$ cat src/rtl/adc_avg_filter_pkg.sv
// Shared types and XADC constants for the averaging front end of the panel-voltage servo.
package adc_avg_filter_pkg;

    typedef enum logic [1:0] {
        IDLE = 2'd0,
        REQ  = 2'd1,
        WAIT = 2'd2,
        ACC  = 2'd3
    } drp_state_t;

    localparam logic [4:0]  XADC_CH_VAUX0   = 5'h10;
    localparam logic [6:0]  XADC_ADDR_VAUX0 = 7'h10;

    // Conversion result sits left-justified in the 16-bit DRP word.
    localparam int unsigned RES_MSB = 15;
    localparam int unsigned RES_LSB = 4;
    localparam int unsigned RES_W   = RES_MSB - RES_LSB + 1;

endpackage

$ cat src/rtl/adc_avg_filter_drp_read_ctrl.sv
// XADC DRP read handshake: one read per accepted EOC, DRDY timeout, sticky error flags.
module drp_read_ctrl
    import adc_avg_filter_pkg::*;
#(
    parameter logic [4:0]  CH_SEL  = XADC_CH_VAUX0,
    parameter int unsigned TIMEOUT = 64
) (
    input  logic              clk,
    input  logic              rst,
    input  logic              eoc,
    input  logic [4:0]        channel,
    input  logic              drdy,
    input  logic [15:0]       drp_do,
    output logic              den,
    output logic [RES_W-1:0]  sample,
    output logic              sample_strobe,
    output logic              overrun,
    output logic              to_err
);

    localparam logic [7:0] TO_LAST = 8'(TIMEOUT - 1);

    drp_state_t state, state_next;
    logic [7:0] tcnt;
    logic       accept;
    logic       expire;
    logic       unused_do_lsbs;

    assign accept         = eoc && (channel == CH_SEL);
    assign expire         = (tcnt == TO_LAST);
    assign unused_do_lsbs = ^drp_do[RES_LSB-1:0];

    always_ff @(posedge clk) begin
        if (rst) begin
            state <= IDLE;
        end else begin
            state <= state_next;
        end
    end

    always_comb begin
        state_next    = state;
        den           = 1'b0;
        sample_strobe = 1'b0;
        case (state)
            IDLE: if (accept) state_next = REQ;
            REQ: begin
                den        = 1'b1;
                state_next = WAIT;
            end
            WAIT: begin
                // DRDY takes priority over an expiry on the same cycle.
                if (drdy)        state_next = ACC;
                else if (expire) state_next = IDLE;
            end
            ACC: begin
                sample_strobe = 1'b1;
                state_next    = IDLE;
            end
            default: state_next = IDLE;
        endcase
    end

    always_ff @(posedge clk) begin
        if (rst) begin
            tcnt    <= '0;
            sample  <= '0;
            overrun <= 1'b0;
            to_err  <= 1'b0;
        end else begin
            case (state)
                REQ: tcnt <= '0;
                WAIT: begin
                    if (drdy)        sample <= drp_do[RES_MSB:RES_LSB];
                    else if (expire) to_err <= 1'b1;
                    else             tcnt   <= tcnt + 8'd1;
                end
                default: ;
            endcase
            if (accept && (state != IDLE)) overrun <= 1'b1;
        end
    end

endmodule

$ cat src/rtl/adc_avg_filter.sv
// Boxcar average of 2^LOG2_N XADC samples feeding the comparator/LCD path.
module adc_avg_filter
    import adc_avg_filter_pkg::*;
#(
    parameter int unsigned LOG2_N   = 4,
    parameter logic [6:0]  DRP_ADDR = XADC_ADDR_VAUX0,
    parameter logic [4:0]  CH_SEL   = XADC_CH_VAUX0,
    parameter int unsigned TIMEOUT  = 64
) (
    input  logic         CLK,
    input  logic         RST,
    input  logic         EOC,
    input  logic [4:0]   CHANNEL,
    input  logic         DRDY,
    input  logic [15:0]  DO,
    output logic         DEN,
    output logic [6:0]   DADDR,
    output logic [11:0]  V_AVG,
    output logic         V_VALID,
    output logic         OVERRUN,
    output logic         TO_ERR
);

    localparam int unsigned ACC_W    = RES_W + LOG2_N;
    localparam logic [LOG2_N:0] CNT_FULL = {1'b1, {LOG2_N{1'b0}}};

    logic [RES_W-1:0]  sample;
    logic              sample_strobe;
    logic [ACC_W-1:0]  acc;
    logic [LOG2_N:0]   cnt;

    assign DADDR = DRP_ADDR;

    drp_read_ctrl #(
        .CH_SEL  (CH_SEL),
        .TIMEOUT (TIMEOUT)
    ) u_drp (
        .clk           (CLK),
        .rst           (RST),
        .eoc           (EOC),
        .channel       (CHANNEL),
        .drdy          (DRDY),
        .drp_do        (DO),
        .den           (DEN),
        .sample        (sample),
        .sample_strobe (sample_strobe),
        .overrun       (OVERRUN),
        .to_err        (TO_ERR)
    );

    // The average is published the cycle after the final sample lands in acc;
    // the next strobe is at least three cycles away, so clear and add never collide.
    always_ff @(posedge CLK) begin
        if (RST) begin
            acc     <= '0;
            cnt     <= '0;
            V_AVG   <= '0;
            V_VALID <= 1'b0;
        end else begin
            V_VALID <= 1'b0;
            if (cnt == CNT_FULL) begin
                V_AVG   <= acc[LOG2_N +: RES_W];
                V_VALID <= 1'b1;
                acc     <= '0;
                cnt     <= '0;
            end else if (sample_strobe) begin
                acc <= acc + ACC_W'(sample);
                cnt <= cnt + (LOG2_N + 1)'(1);
            end
        end
    end

endmodule

$ cat config.mk
export PLATFORM = sky130hd
export DESIGN_NAME = adc_avg_filter
export DESIGN_NICKNAME = d
export VERILOG_FILES = /design/src/rtl/adc_avg_filter_pkg.sv /design/src/rtl/adc_avg_filter_drp_read_ctrl.sv /design/src/rtl/adc_avg_filter.sv
export SDC_FILE = /design/constraint.sdc
export NUM_CORES = 1
export LEC_CHECK = 0
export BUFFER_PORTS_ARGS = -buffer_cell sky130_fd_sc_hd__buf_4
export CAP_MARGIN = 20
export CORE_ASPECT_RATIO = 0.9
export CORE_MARGIN = 3
export CORE_UTILIZATION = 55
export CTS_BUF_LIST = sky130_fd_sc_hd__clkbuf_2 sky130_fd_sc_hd__clkbuf_4 sky130_fd_sc_hd__clkbuf_8
export CTS_CLUSTER_DIAMETER = 120
export CTS_CLUSTER_SIZE = 16
export DETAILED_ROUTE_END_ITERATION = 12
export PLACE_DENSITY = 0.86
export SLEW_MARGIN = 20
export SYNTH_ARGS = -nofsm -noshare
export SYNTH_HDL_FRONTEND = slang
export SYNTH_SLANG_ARGS = --single-unit
$ cat constraint.sdc
create_clock -name CLK -period 3.4 [get_ports CLK]
set_clock_uncertainty 0.05 [all_clocks]
set_input_delay 0.68 -clock CLK [delete_from_list [all_inputs] [get_ports CLK]]
set_output_delay 0.68 -clock CLK [all_outputs]
set_load 0.05 [all_outputs]
# After elaboration in Yosys (flattened, before gate mapping)
# Cells that the tools add are included.
dict set report totals {
  wordCells 43
  output_inout_bits 23
  regBits 58
  input_bits 25
}
dict set report classes {
  eq_ne 10
  addsub 3
  muxes 10
  bitwise_logic 1
  n_reduce_logical 10
}
# cell count
set op_table {}
lappend op_table {{$add A16 B12 Y16} 1}
lappend op_table {{$mux W8} 2}
lappend op_table {{$pmux W8 S2} 1}
lappend op_table {{$eq A5 B5 Y1 const B} 2}
lappend op_table {{$add A8 B1 Y8 const B} 1}
lappend op_table {{$eq A8 B6 Y1 const B} 1}
lappend op_table {{$pmux W2 S4} 1}
lappend op_table {{$mux W2} 3}
lappend op_table {{$reduce_and A3 Y1} 2}
lappend op_table {{$add A5 B1 Y5 const B} 1}
lappend op_table {{$eq A2 B2 Y1 const B} 2}
lappend op_table {{$ne A2 B2 Y1 const B} 2}
lappend op_table {{$reduce_and A2 Y1} 2}
lappend op_table {{$reduce_bool A2 Y1} 2}
lappend op_table {{$mux W1} 3}
lappend op_table {{$ne A3 B2 Y1 const B} 1}
lappend op_table {{$eq A2 B1 Y1 const B} 1}
lappend op_table {{$logic_and A1 B1 Y1} 2}
lappend op_table {{$logic_not A2 Y1} 1}
lappend op_table {{$ne A2 B1 Y1 const B} 1}
lappend op_table {{$reduce_or A2 Y1} 1}
lappend op_table {{$not A1 Y1} 1}

# Logic depth before layout (Yosys ltp)
# Gate-level depths: netlist of run 1.
dict set report depth {
  ltp_word 4
  mapped_depth 8
  depth_no_buf 8
}

# Hierarchy
# A second synthesis of run 1 with hierarchy kept.
dict set report unflattened {
  cells_unflattened 354
  hier_area_um2 2971.6
}
# mod seq_area_each_um2 cells_each instances area_per_inst_um2
set by_module_without_submodules {}
lappend by_module_without_submodules {adc_avg_filter 680.7 226 1 1901.8}
lappend by_module_without_submodules {drp_read_ctrl 480.5 128 1 1069.8}

# Least setup slack after synthesis of run 1
# OpenSTA, ideal clock, no wires.
dict set report synth_timing {
  path_kind {reg-to-reg}
  startpoint {register u_drp.sample[0]}
  endpoint {register acc[10]}
  path_slack_ns 1.045
  stages_incl_launch_ff 9
  path_buffers 0
  setup_ns 0.117
  t_arrival_ns 2.188
  t_required_ns 3.233
  synth_period_minus_slack_ns 2.355
  path_cell_list {dfxtp_1 > ha_1 > fa_1 > a21o_1 > a221o_1 > a2111oi_4 > nor2_2 > xor2_1 > a22o_1}
}
dict set report synth_via {
  elab_chain_len 1
}
# item line_no
set synth_lines {}
lappend synth_lines {{start: declaration} adc_avg_filter_drp_read_ctrl.sv:15} ;# output logic [RES_W-1:0] sample,
lappend synth_lines {{start signal: assignment} adc_avg_filter_drp_read_ctrl.sv:74} ;# if (drdy) sample <= drp_do[RES_MSB:RES_LSB];
lappend synth_lines {{$add A16 B12 Y16} adc_avg_filter.sv:67} ;# acc <= acc + ACC_W'(sample);
lappend synth_lines {{end signal: assignment} adc_avg_filter.sv:67}
lappend synth_lines {{end: declaration} adc_avg_filter.sv:29} ;# logic [ACC_W-1:0] acc;
# Every way passes these cells.
# A chain may end at the register's enable or synchronous reset.

# Worst setup path after layout of run 1
# Ends and elaborated chain as after synthesis.

==> summary.md, run 1 <==
| Metric | Value |
|---|---|
| Flop pwr share | 0.513 |
| Combinational share of power | 0.042 |
| Num rows | 23 |
| #FFs+latches synth | between 50 and 60 |
| Met3 usage | 0.0625 |
| Die X | 81.1 um |
| Post-synth top area share | 0.415 |
| DR vias | about 2400 |
| CTS tree | done |
| Req. time, crit path | about 3.6 ns |
| Max Freq | 0.402 GHz |
| Fillers | 370 |
| Seq/Total Area, Yosys | 0.415 |
| Worst R2R End | acc[10] |
| Area leader, netlist | dfxtp_1 |
| Critical path type | reg2reg |
| Final Hold Viols | 0 |
| Yosys cell types | 44 |
| Main synth FF type | dfxtp_1 |
| Sw Ratio | 0.220 |
| Drt pass-1 iters | 4 |
| R2r worst-path depth | 8 |
| Critical path origin | u_drp.sample[0] |
| Final RePlAce weighted congestion | 0.825 |
| Worst Setup Slack, final | 0.910 ns |
| WL final | 5970 um |
| Postcts setup bufs | 0 |
| HPWL reported at the end of detailed placement | 4390 um |
| Async SR Flop Fraction | 0 |
| CTS Buf Count | 9 |
| Global route total overflow | 0 |
| CP endpoint | acc[10] |
| RR Startpoint | u_drp.sample[0] |
| Synth Cell Area | 2800 um2 |
| Io pins | 48 |
| RSZ-0062 raised after global routing | no |
| Largest cells by area after synthesis | dfxtp_1, a21oi_1, nand2_1 |
| # nets final | 415 |
| H-tree Lvls | 3 |
| All-Layer GR Usage | 0.223 |
| # hold bufs at CTS | 0 |
| Final TNS setup | 0 ns |
| Met1 Usage GRT | 0.255 |
| Net Switching | about 290 uW |
| Root Driver | clkbuf_8 |
| Placement Setup Slack | roughly 0.9 ns |
| Largest net degree at the start of global routing | 34 |
| Post-synth EDFFs | 0 |
| Clock power share | 0.445 |
| Max-cap violations | 0 |
| Share of cells above drive strength 1 | 0.166 |
| Fin. max-slew vios | 0 |
| Synthesized instance count | ~340 |
| Max IR drop VDD | 0.324 mV |
| Critical path peak fanout | 4 |
| Post-CTS resize count | 0 |
| First-pass GRT wire length | 10100 um |
| Worst Path Arrival | 2.66 ns |
| Final antenna-violating net count | 0 |
| Pwr Total | about 1.3 mW |
| Avg Inst Size Synth | 8.29 um2 |
| DRC | 0 |
| Final Instance Count excl. Fillers | 441 |
| Die height | about 74 um |
| Status | completed |
| Ys Warns | 0 |
| Number of buffers added on ports | 36 |
| Worst-skew pair later-pin latency | 0.33 ns |
| Crit end category | register |
| FF-to-FF setup slack | 0.91 ns |
| Leakage | around 1.4 nW |
| Core area | around 4700 um2 |
| GR Util met2 | 0.393 |
| Die area | 5970 um2 |
| Layer with the highest usage | met2 |
| Layout Utilization | 0.705 |
| Final number of setup-violating endpoints | 0 |
| Placed cell count | 425 |
| Worst-path clk slew | 0.06 ns |
| Fin crit share | 0.732 |
| Int Pwr | 1.04 mW |
| Wire length per cell | 13.5 um |
| Starting Density | 0.600 |
| Drt initial violations | 106 |
| Via density | 5.42 |
| Max Buffers Root-to-Sink | 2 |
| Initial antenna violation count | 0 |
| Critical path launch point type | register |
| Number of diodes | 0 |
| Vias in the first global route | roughly 2300 |
| Pwr dens | 404 nW/um2 |
| Type of the worst min-delay path | reg2reg |
| Sink Count | 58 |
| Min cycle time layout | about 2.5 ns |
| Area Overhead vs Synth | 17.6% |
-- cell usage in the layout, fill, tap and decap left out, drive strengths merged, types with 7 or more instances in the layout --
cell type	instances
nand2	61
dfxtp	58
a21oi	48
buf	41
nor2	33
nand3	20
ha	15
clkbuf	14
xnor2	11
xor2	10
conb	7
-- registers in the layout, summed over array words and instances (netlist names) --
name and flops:
u_drp.overrun 1, cnt 5, V_VALID 1, u_drp.state 2, V_AVG 12, u_drp.tcnt 8, u_drp.to_err 1, acc 16
u_drp.sample 12
-- power groups by stage --
stage	sequential (mW)	combinational, mW	clock (mW)
global route	0.681	0.0603	0.636
finish	0.681	0.0562	0.592
detailed placement	0.696	0.0560	0
global placement	0.696	0.0551	0
floorplan	0.696	0.0389	0
CTS	0.681	0.0560	0.604
-- worst min-delay path by stage --
stage | slack, ns | start | to | cells past startpoint
6_report | 0.41 | V_AVG[11] | V_AVG[11] | 2
4_1_cts | 0.41 | V_AVG[4] | V_AVG[4] | 2
3_5_place_dp | 0.40 | V_AVG[10] | V_AVG[10] | 2
2_1_floorplan | 0.39 | acc[3] | acc[3] | 2
5_1_grt | 0.42 | V_AVG[4] | V_AVG[4] | 2
3_3_place_gp | 0.40 | V_AVG[6] | V_AVG[6] | 2
-- worst max-delay path, stage by stage, from the launching register on --
cell and delay, ns:
dfxtp_1 0.31, ha_1 0.22, fa_1 0.40, a21o_1 0.21
a221o_1 0.39, a2111oi_4 0.38, nor2_2 0.06, xor2_1 0.15
a22o_1 0.20
-- per-stage QoR --
stage / hold WS (ns) / area [um2]
finish: 0.407 / 3290
global route: 0.424 / 3290
CTS: 0.410 / 3290
detailed placement: 0.401 / 3100
global placement: 0.395 / 3100
floorplan: 0.386 / 2810
-- logic make-up after synthesis --
group	after synthesis	share of synthesized area
fa+ha+maj	16	0.0743
other cells	2	0.00269
xor+xnor	21	0.0658
buf+inv	24	0.0421
flops	58	0.415
compound gates	70	0.157
mux	1	0.00358
simple gates	145	0.239
-- routing by layer --
layer	vias up	wire, um
met5	-	0
li1	1220	-
met1	1118	2630
met4	0	70
met3	8	303
met2	46	2970
-- cell type report --
class | instances | area [um2] | area share
clock buffer | 14 | 180 | 0.0548
clock inverter | 2 | 10.0 | 0.00305
inverter | 4 | 15.0 | 0.00457
multi-input combinational | 260 | 1540 | 0.467
sequential | 58 | 1160 | 0.353
tap | 62 | 77.6 | 0.0236
timing repair buffer | 41 | 308 | 0.0936
-- Yosys cell counts (2+ instances only) --
master / instances
nand2b_1: 4
xnor2_1: 11
dfxtp_1: 58
or3b_1: 2
nor2_1: 32
o21ai_1: 3
nand2_1: 61
or3_1: 2
conb_1: 2
a21oi_1: 48
xor2_1: 10
buf_4: 7
ha_1: 15
nor3_1: 4
nand4_1: 3
a22o_1: 3
nor2b_1: 3
nand3_1: 20
inv_1: 4
a21o_1: 4
clkbuf_1: 12
and2_1: 2
and3_1: 4
nor4_1: 3
No activity file was read; power rests on OpenSTA's default activity.
==> run 2, diff against run 1 <==
--- a/config.mk
+++ b/config.mk
@@ -5,11 +5,12 @@
 export SDC_FILE = /design/constraint.sdc
 export NUM_CORES = 1
 export LEC_CHECK = 0
+export ABC_AREA = 1
 export BUFFER_PORTS_ARGS = -buffer_cell sky130_fd_sc_hd__buf_4
 export CAP_MARGIN = 20
 export CORE_ASPECT_RATIO = 0.9
 export CORE_MARGIN = 3
-export CORE_UTILIZATION = 55
+export CORE_UTILIZATION = 53
 export CTS_BUF_LIST = sky130_fd_sc_hd__clkbuf_2 sky130_fd_sc_hd__clkbuf_4 sky130_fd_sc_hd__clkbuf_8
 export CTS_CLUSTER_DIAMETER = 120
 export CTS_CLUSTER_SIZE = 16
==> constraint.sdc (replaced) <==
create_clock -name CLK -period 2.2 [get_ports CLK]
set_clock_uncertainty 0.05 [all_clocks]
set_input_delay 0.44 -clock CLK [delete_from_list [all_inputs] [get_ports CLK]]
set_output_delay 0.44 -clock CLK [all_outputs]
set_load 0.05 [all_outputs]
==> run 2 against run 1 <==
Against the previous run: sequential power up 59%; count of clock-buffer cells in the layout fell by 2; critical endpoint is now acc[12]; clock power increased by 74%; sequential share of layout area down 3.9 points; critical path type unchanged; power up 75%; non-clock buffer count did not move; maximum frequency is 35% higher; worst setup slack worse by 0.56 ns.
==> summary.md, run 2 <==
| Metric | Value |
|---|---|
| Largest cells by area after synthesis | dfxtp_1, nand2_1, inv_1 |
| Number of flip-flops in the largest register | 16 (unchanged) |
| Reg with most FFs | acc |
| Net Switching | 595 uW (+100%) |
| Multi-input logic area | 1680 um2 (+9.2%) |
| Root Driver | clkbuf_8 |
| All-Layer GR Usage | 0.228 (+0.00518) |
| Max Freq | 0.540 GHz (+35%) |
| Most numerous cell in the Yosys netlist | nand2_1 |
| Final TNS setup | 0 ns (unchanged) |
| Status | completed |
| Post-CTS resize count | 0 (unchanged) |
| Max Buffers Root-to-Sink | 2 (unchanged) |
| Initial antenna violation count | 0 (unchanged) |
| Final number of setup-violating endpoints | 0 (unchanged) |
| Share of cells above drive strength 1 | 0.149 (-0.0177) |
| Type of the worst min-delay path | in2reg |
| HPWL reported at the end of detailed placement | 5450 um (+24%) |
| Critical path type | reg2reg |
| Leakage | 1.72 nW (+24%) |
| Core area | 5730 um2 (+23%) |
| Synth Cell Area | 3170 um2 (+14%) |
| Seq/Total Area, Yosys | 0.366 (-0.0496) |
| Num rows | 26 (+13%) |
| Int Pwr | 1.73 mW (+67%) |
| Vias in the first global route | 2756 (+19%) |
| Sink Count | 58 (unchanged) |
| Req. time, crit path | 2.38 ns (-1.19 ns) |
| Fin crit share | 0.841 (+0.109) |
| Yosys cell types | 34 (-23%) |
| H-tree Lvls | 3 (unchanged) |
| Final RePlAce weighted congestion | 0.920 (+12%) |
| Area leader, netlist | dfxtp_1 |
| CTS tree | done |
| Worst-path clk slew | 0.07 ns (about the same) |
| Die height | 79.4 um (+7.9%) |
| Critical path peak fanout | 3 (-1) |
| Crit end category | register |
| Number of diodes | 0 (unchanged) |
| Post-synth top cells | nand2_1, inv_1, dfxtp_1, nand3_1, a21oi_1 |
| DRC | 0 (unchanged) |
| Fin area | 3690 um2 (+12%) |
| Max IR drop VDD | 0.608 mV (+88%) |
| Main synth FF type | dfxtp_1 |
| Post-synth EDFFs | 0 (unchanged) |
| Largest regs | acc (16), V_AVG (12), u_drp.sample (12) |
| Storage element area | 1160 um2 (unchanged) |
| Starting Density | 0.554 (-0.0452) |
| Combinational share of power | 0.096 (+0.054) |
| Final antenna-violating net count | 0 (unchanged) |
| Area Overhead vs Synth | 16.4% |
| RSZ-0062 raised after global routing | no |
| Drt initial violations | 143 (+35%) |
| Die X | 87.6 um (+7.9%) |
| Fin. max-slew vios | 0 (unchanged) |
| Sw Ratio | 0.256 (+0.0358) |
| Post-synth top area share | 0.366 (-0.0496) |
| CTS Buf Count | 9 (unchanged) |
| Fillers | 498 (+35%) |
| Async SR Flop Fraction | 0 (unchanged) |
| Synthesized instance count | 461 (+37%) |
| Flop pwr share | 0.464 (-0.049) |
| Max-cap violations | 0 (unchanged) |
| Final Hold Viols | 0 (unchanged) |
| Worst Path Arrival | 2.03 ns (-0.63 ns) |
| WL final | 7340 um (+23%) |
| First-pass GRT wire length | 12400 um (+23%) |
| Postcts setup bufs | 0 (unchanged) |
| Layout Utilization | 0.645 (-0.0597) |
| Commonest non-fill, non-tap cells in the layout | nand2_1, inv_1, dfxtp_1 |
| Die area | 6960 um2 (+16%) |
| # hold bufs at CTS | 0 (unchanged) |
| Largest net degree at the start of global routing | 28 (-18%) |
| DR vias | 3025 (+26%) |
| Worst-skew pair later-pin latency | 0.33 ns (about the same) |
| Critical path launch point type | register |
| Number of buffers added on ports | 36 (unchanged) |
| Clock power share | 0.440 (-0.005) |
| Most common cell after layout, fill and taps aside | nand2_1 |
| Min cycle time layout | 1.85 ns (-0.639 ns) |
| Io pins | 48 (unchanged) |
| Drt pass-1 iters | 4 (unchanged) |
| #FFs+latches synth | 58 (unchanged) |
| Via density | 5.26 (-3.0%) |
| Ys Warns | 0 (unchanged) |
| # nets final | 541 (+30%) |
| Global route total overflow | 0 (unchanged) |
| DP Area | 3490 um2 (+13%) |
| Pwr dens | 630 nW/um2 (+56%) |
| Avg Inst Size Synth | 6.89 um2 (-17%) |
| Wire length per cell | 12.8 um (-5.8%) |
## run 2: cell types whose count changed in the layout (fill, tap and decap cells not counted), sizes merged, moves of 7 or more
| cell | before | now |
|---|---|---|
| a21oi | 48 | 41 |
| inv | 4 | 64 |
| nand2 | 61 | 127 |
| nand3 | 20 | 45 |
| o21ai | 4 | 13 |
| xnor2 | 11 | 1 |
## run 2: logic make-up after synthesis
logic type | share of synthesized area
compound gates | 0.127
xor+xnor | 0.0166
fa+ha+maj | 0.0654
buf+inv | 0.112
flops | 0.366
other cells | 0.00237
simple gates | 0.311
## run 2: path summary, 6_finish.rpt
path / from / endpoint / slack (ns) / cells past startpoint
worst max-delay path: u_drp.sample[0] / acc[12] / 0.35 / 9
worst min-delay path: DO[15] / u_drp.sample[11] / 0.34 / 3
worst max register to register: u_drp.sample[0] / acc[12] / 0.35 / 9
worst min register to register: V_AVG[7] / V_AVG[7] / 0.41 / 2
## run 2: stage by stage
step | setup slack [ns] | power (mW) | hold WS [ns] | std cells
after floorplan | 0.374 | 1.26 | 0.389 | 466
after global placement | 0.420 | 1.32 | 0.399 | 559
after detailed placement | 0.359 | 1.32 | 0.399 | 559
after CTS | 0.348 | 2.34 | 0.325 | 575
after global routing | 0.203 | 2.42 | 0.337 | 575
final | 0.349 | 2.33 | 0.335 | 575
## run 2: worst max-delay path, stage by stage (launching register included)
cell,delay [ns]
dfxtp_1,0.31
ha_1,0.22
fa_1,0.43
nand2_1,0.11
nand2_1,0.07
and2_1,0.18
nand3_1,0.08
nand3_1,0.10
a21oi_1,0.14
nor2_1,0.06
## run 2: power by group through the flow
stage | combinational, mW | clock [mW] | sequential, mW
3_3_place_gp | 0.216 | 0 | 1.10
6_report | 0.223 | 1.03 | 1.08
3_5_place_dp | 0.220 | 0 | 1.10
4_1_cts | 0.221 | 1.04 | 1.08
2_1_floorplan | 0.165 | 0 | 1.10
5_1_grt | 0.244 | 1.09 | 1.08
## run 2: area by class of cell
| cell class | instances | area share |
|---|---|---|
| Clock inverter | 4 | 0.0135 |
| Sequential cell | 58 | 0.314 |
| Clock buffer | 12 | 0.0430 |
| Inverter | 66 | 0.0684 |
| Timing Repair Buffer | 41 | 0.0833 |
| Tap cell | 70 | 0.0237 |
| Multi-Input combinational cell | 324 | 0.454 |
## run 2: layer usage
layer  wire (um)  global-route usage  vias up
li1            -                   -     1545
met1        3240               0.294     1386
met2        3510               0.374       87
met3         537              0.0537        7
met4          52              0.0767        0
met5           0                   0        -
